File: src/rtl/vga_timing_gen.sv
// VGA/LCD timing generator: sync/blank/coordinate generation from free-running
// line and frame counters, popping pixels from a show-ahead FIFO during the active area.
module vga_timing_gen #(
  parameter int HDISP  = 800,
  parameter int HFP    = 40,
  parameter int HPULSE = 48,
  parameter int HBP    = 40,
  parameter int VDISP  = 480,
  parameter int VFP    = 13,
  parameter int VPULSE = 3,
  parameter int VBP    = 29,
  parameter int RGB_W  = 24
) (
  input  logic             pixel_clk,
  input  logic             pixel_rst,
  input  logic             en,
  input  logic [RGB_W-1:0] fifo_rdata,
  input  logic             fifo_empty,
  output logic             fifo_rd,
  output logic             VGA_HS,
  output logic             VGA_VS,
  output logic             VGA_BLANK,
  output logic [RGB_W-1:0] VGA_RGB,
  output logic [10:0]      pixel_x,
  output logic [10:0]      pixel_y,
  output logic             frame_start,
  output logic             underflow
);

  localparam int HTOTAL = HDISP + HFP + HPULSE + HBP;
  localparam int VTOTAL = VDISP + VFP + VPULSE + VBP;

  localparam logic [10:0] H_ACT_END    = 11'(HDISP);
  localparam logic [10:0] H_SYNC_START = 11'(HDISP + HFP);
  localparam logic [10:0] H_SYNC_END   = 11'(HDISP + HFP + HPULSE);
  localparam logic [10:0] H_LAST       = 11'(HTOTAL - 1);
  localparam logic [10:0] V_ACT_END    = 11'(VDISP);
  localparam logic [10:0] V_SYNC_START = 11'(VDISP + VFP);
  localparam logic [10:0] V_SYNC_END   = 11'(VDISP + VFP + VPULSE);
  localparam logic [10:0] V_LAST       = 11'(VTOTAL - 1);

  logic [10:0]      hcnt_reg, hcnt_next;
  logic [10:0]      vcnt_reg, vcnt_next;
  logic             hs_reg, hs_next;
  logic             vs_reg, vs_next;
  logic             blank_reg, blank_next;
  logic [RGB_W-1:0] rgb_reg, rgb_next;
  logic [10:0]      x_reg, x_next;
  logic [10:0]      y_reg, y_next;
  logic             fs_reg, fs_next;
  logic             uf_reg, uf_next;

  logic h_act, v_act, act;
  logic h_sync, v_sync;

  assign h_act  = hcnt_reg < H_ACT_END;
  assign v_act  = vcnt_reg < V_ACT_END;
  assign act    = h_act && v_act;
  assign h_sync = (hcnt_reg >= H_SYNC_START) && (hcnt_reg < H_SYNC_END);
  assign v_sync = (vcnt_reg >= V_SYNC_START) && (vcnt_reg < V_SYNC_END);

  // The counters sit at (0,0) during reset, which decodes as active, so the
  // pop strobe is held off explicitly while reset is asserted.
  assign fifo_rd = act && en && !fifo_empty && !pixel_rst;

  always_comb begin
    hcnt_next = 11'd0;
    vcnt_next = 11'd0;
    if (en) begin
      if (hcnt_reg == H_LAST) begin
        hcnt_next = 11'd0;
        vcnt_next = (vcnt_reg == V_LAST) ? 11'd0 : vcnt_reg + 11'd1;
      end else begin
        hcnt_next = hcnt_reg + 11'd1;
        vcnt_next = vcnt_reg;
      end
    end
  end

  always_comb begin
    hs_next    = 1'b1;
    vs_next    = 1'b1;
    blank_next = 1'b0;
    rgb_next   = '0;
    x_next     = 11'd0;
    y_next     = 11'd0;
    fs_next    = 1'b0;
    uf_next    = uf_reg;
    if (en) begin
      hs_next    = !h_sync;
      vs_next    = !v_sync;
      blank_next = act;
      fs_next    = (hcnt_reg == 11'd0) && (vcnt_reg == 11'd0);
      if (act) begin
        x_next = hcnt_reg;
        y_next = vcnt_reg;
        if (fifo_empty) begin
          uf_next = 1'b1;
        end else begin
          rgb_next = fifo_rdata;
        end
      end
    end
  end

  always_ff @(posedge pixel_clk or posedge pixel_rst) begin
    if (pixel_rst) begin
      hcnt_reg  <= 11'd0;
      vcnt_reg  <= 11'd0;
      hs_reg    <= 1'b1;
      vs_reg    <= 1'b1;
      blank_reg <= 1'b0;
      rgb_reg   <= '0;
      x_reg     <= 11'd0;
      y_reg     <= 11'd0;
      fs_reg    <= 1'b0;
      uf_reg    <= 1'b0;
    end else begin
      hcnt_reg  <= hcnt_next;
      vcnt_reg  <= vcnt_next;
      hs_reg    <= hs_next;
      vs_reg    <= vs_next;
      blank_reg <= blank_next;
      rgb_reg   <= rgb_next;
      x_reg     <= x_next;
      y_reg     <= y_next;
      fs_reg    <= fs_next;
      uf_reg    <= uf_next;
    end
  end

  assign VGA_HS      = hs_reg;
  assign VGA_VS      = vs_reg;
  assign VGA_BLANK   = blank_reg;
  assign VGA_RGB     = rgb_reg;
  assign pixel_x     = x_reg;
  assign pixel_y     = y_reg;
  assign frame_start = fs_reg;
  assign underflow   = uf_reg;

endmodule

File: config.mk
export PLATFORM = sky130hd
export DESIGN_NAME = vga_timing_gen
export DESIGN_NICKNAME = d
export VERILOG_FILES = /design/src/rtl/vga_timing_gen.sv
export SDC_FILE = /design/constraint.sdc
export NUM_CORES = 1
export LEC_CHECK = 0
export BUFFER_PORTS_ARGS = -buffer_cell sky130_fd_sc_hd__buf_2
export CORE_MARGIN = 10
export CORE_UTILIZATION = 55
export CTS_BUF_LIST = sky130_fd_sc_hd__clkbuf_16
export DETAILED_ROUTE_END_ITERATION = 10
export PLACE_DENSITY = 0.86
export SYNTH_ARGS = -nofsm -noshare
export SYNTH_HDL_FRONTEND = slang
export SYNTH_SLANG_ARGS = --single-unit
File: constraint.sdc
create_clock -name pixel_clk -period 7.55 [get_ports pixel_clk]
set_clock_uncertainty 0.1 [all_clocks]
set_input_delay 1.51 -clock pixel_clk [delete_from_list [all_inputs] [get_ports pixel_clk]]
set_output_delay 1.51 -clock pixel_clk [all_outputs]
set_load 0.05 [all_outputs]
==> impl_metrics.py <==
metrics = {
    "clocking": {
        "cts_made_buffers": 9,
        "cts_tree": "built",
        "cts_hold_buf": 0,
        "clk_pin_slew_ns": 0.06,
        "cts_buffer_depth": 2,
        "cts-htree-levels": 3,
        "post_cts_resized": 0,
        "post_cts_buffers": 0,
        "clock_latency_ns": 0.32,
        "cts_root_buf": "clkbuf_16",
        "clock_sinks": 73,
    },
    "placed_design": {
        "io_buffers": 79,
        "dpl_cell_area_sq_um": 3358,
        "gp_congestion": 0.8462,
        "place_hpwl_mm": 4.535,
        "dp_cells": 392,
    },
    "drt": {
        "drt-total-wl_mm": 6.656,
        "drt-initial-drc-count": 148,
        "wl_per_cell_um": 16.31,
        "post_drt_via_cell_ratio": 5.125,
        "vias": 2091,
        "antenna_left": 0,
        "drc_errors": 0,
        "dr.pass1.iters": 4,
    },
    "floorplan": {
        "core_sq_um": 5107,
        "die_area_sq_um": 8590,
        "die_w_um": 92.68,
        "ios": 80,
        "initial_core_util": 0.5688,
        "num_rows": 26,
        "chipHeight_um": 92.68,
    },
    "critical_path": {
        "crit_required_ns": 5.94,
        "worst_setup_path_startpoint": "en",
        "rrSetupSlack_ns": 4.95,
        "cp_data_arrival_time_ns": 3.72,
        "crit_end": "fifo_rd",
        "rr_worst_depth": 4,
        "r2r_start": "hcnt_reg[7]$_DFF_PP0_",
        "end_kind": "output port",
        "cp-start-kind": "input port",
        "worst-setup-path-type": "input port to output port",
        "critical_path_peak_fanout": 25,
        "reg2reg_to": "VGA_RGB[13]$_DFF_PP0_",
    },
    "timing": {
        "rsz0062_at_grt": "no",
        "min_period_over_period": 0.7064,
        "setup_tns_ns": 0,
        "setup_viol": 0,
        "worst_slew_pin_slew_ns": 0.9572,
        "finalHoldViolations": 0,
        "slew_viol_final": 0,
        "whs_ns": 0.3524,
        "fmax_ghz": 0.1875,
        "max_slew_margin": 0.3589,
        "period_minus_slack_ns": 5.333,
    },
    "hold_path": {
        "min_from": "underflow$_DFFE_PP0P_",
        "hold_path_class": "flip-flop to flip-flop",
    },
    "global_route": {
        "grt_pass1_wl_mm": 10.77,
        "grt_usage": 0.1581,
        "grt_overflow_total": 0,
        "antenna_found_initial": 0,
        "grt_max_degree": 75,
        "grt_pass1_vias": 2178,
    },
    "yosys": {
        "yosys_register_bits": 73,
        "yosysTopAreaCell": "dfrtp_1",
        "synth_seq_area_share": 0.6296,
        "syn_inst": 249,
        "synth.distinct_cells": 38,
        "netlist_area_sq_um": 2905,
        "synth.avg_cell_area_sq_um": 11.67,
        "yosysWarningCount": 0,
        "yosysTopAreaCellShare": 0.6115,
        "synth.area.top_cells": "dfrtp_1 61%, and2_1 10%, nor2_1 2.2%",
    },
    "job": {
        "maxCapViolations": 0,
    },
    "final_layout": {
        "final_cell_mix": "79 x buf_2, 71 x dfrtp_1, 47 x and2_1",
        "largest_reg_flops": 24,
        "final_common_cell": "buf_2",
        "fin_area_sq_um": 3652,
        "fin_cells": 408,
        "drive_gt1_frac": 0.2959,
        "fillers": 350,
        "fin_nets": 366,
        "antenna_cells": 0,
        "syn_to_final_growth_pct": 25.71,
    },
    "power": {
        "p_leak_nw": 1.871,
        "powerDensity_nw_per_um2": 240.9,
        "ir_drop_uv": 145.9,
    },
    "run_status": {
        "outcome": "completed",
    },
}
[report_power, final]
group | total (W) | switching, W | internal, W
clock | 0.000408 | 0.000153 | 0.000255
sequential | 0.000404 | 0.00000389 | 0.000400
combinational | 0.0000674 | 0.0000506 | 0.0000168
[cells by family after synthesis]
kind of cell | after synthesis | share of synthesized area
compound gates | 24 | 0.05383
xor+xnor | 9 | 0.02713
fa+ha+maj | 5 | 0.02153
buf+inv | 16 | 0.02454
flops | 73 | 0.6296
other cells | 1 | 0.001291
simple gates | 121 | 0.2420
[through the flow]
| step | setup slack [ns] | power (W) | utilization |
|---|---|---|---|
| after floorplan | 2.302 | 0.0004575 | - |
| after global placement | 2.274 | 0.0004767 | 0.6575 |
| after detailed placement | 2.187 | 0.0004779 | 0.6575 |
| after CTS | 2.181 | 0.0008866 | 0.7151 |
| after global routing | 1.978 | 0.0009146 | 0.7151 |
| final | 2.217 | 0.0008797 | 0.7151 |
[per-layer routing]
layer | vias up | track usage | share of wire
met1 | 1013 | 0.1793 | 0.41
met5 | - | 0 | 0
met3 | 6 | 0.06457 | 0.093
met4 | 0 | 0.05913 | 0.011
met2 | 72 | 0.2624 | 0.48
li1 | 1000 | - | -
[area by class of cell]
class                   instances  area [sq um]  share of cell area
flip-flops and latches         73          1829              0.5009
multi-input cells             162          1012              0.2771
repair buffers                 80         402.9              0.1103
clock buffers                   9         225.2             0.06167
well taps                      70         87.58             0.02398
clock inverters                 7         68.82             0.01884
inverters                       7         26.28            0.007194
[worst min-delay path by stage]
stage	endpoint	cells after the start	slack [ns]
2_1_floorplan	hcnt_reg[0]$_DFF_PP0_	1	0.37
3_3_place_gp	underflow$_DFFE_PP0P_	1	0.35
3_5_place_dp	underflow$_DFFE_PP0P_	1	0.34
4_1_cts	underflow$_DFFE_PP0P_	1	0.35
5_1_grt	underflow$_DFFE_PP0P_	1	0.38
6_report	underflow$_DFFE_PP0P_	1	0.35
[cells in the mapped netlist]
library cell	n
dfrtp_1	71
and2_1	47
nor2_1	17
nand2_1	11
a21oi_1	10
nand3_1	10
inv_1	7
or3_1	7
o21ai_0	6
xnor2_1	6
ha_1	5
nand4_1	5
clkbuf_1	4
nor3_1	4
and3_1	3
buf_2	3
xor2_1	3
and4_1	2
buf_4	2
dfstp_2	2
nor2b_1	2
nor4_1	2
nor4b_1	2
o21a_1	2
o31ai_1	2
or4_1	2
a2111oi_4	1
a21o_1	1
a31oi_1	1
and2b_2	1
and3b_1	1
and4b_1	1
and4bb_2	1
conb_1	1
nand3b_1	1
nand4b_1	1
o21ai_1	1
or3b_1	1
[critical path: stages]
cell	delay (ns)
buf_2	0.13
or3b_1	0.43
a2111oi_4	0.73
and2b_2	0.49
and2_1	0.17
buf_2	0.26
(Power assumes the default switching activity.)
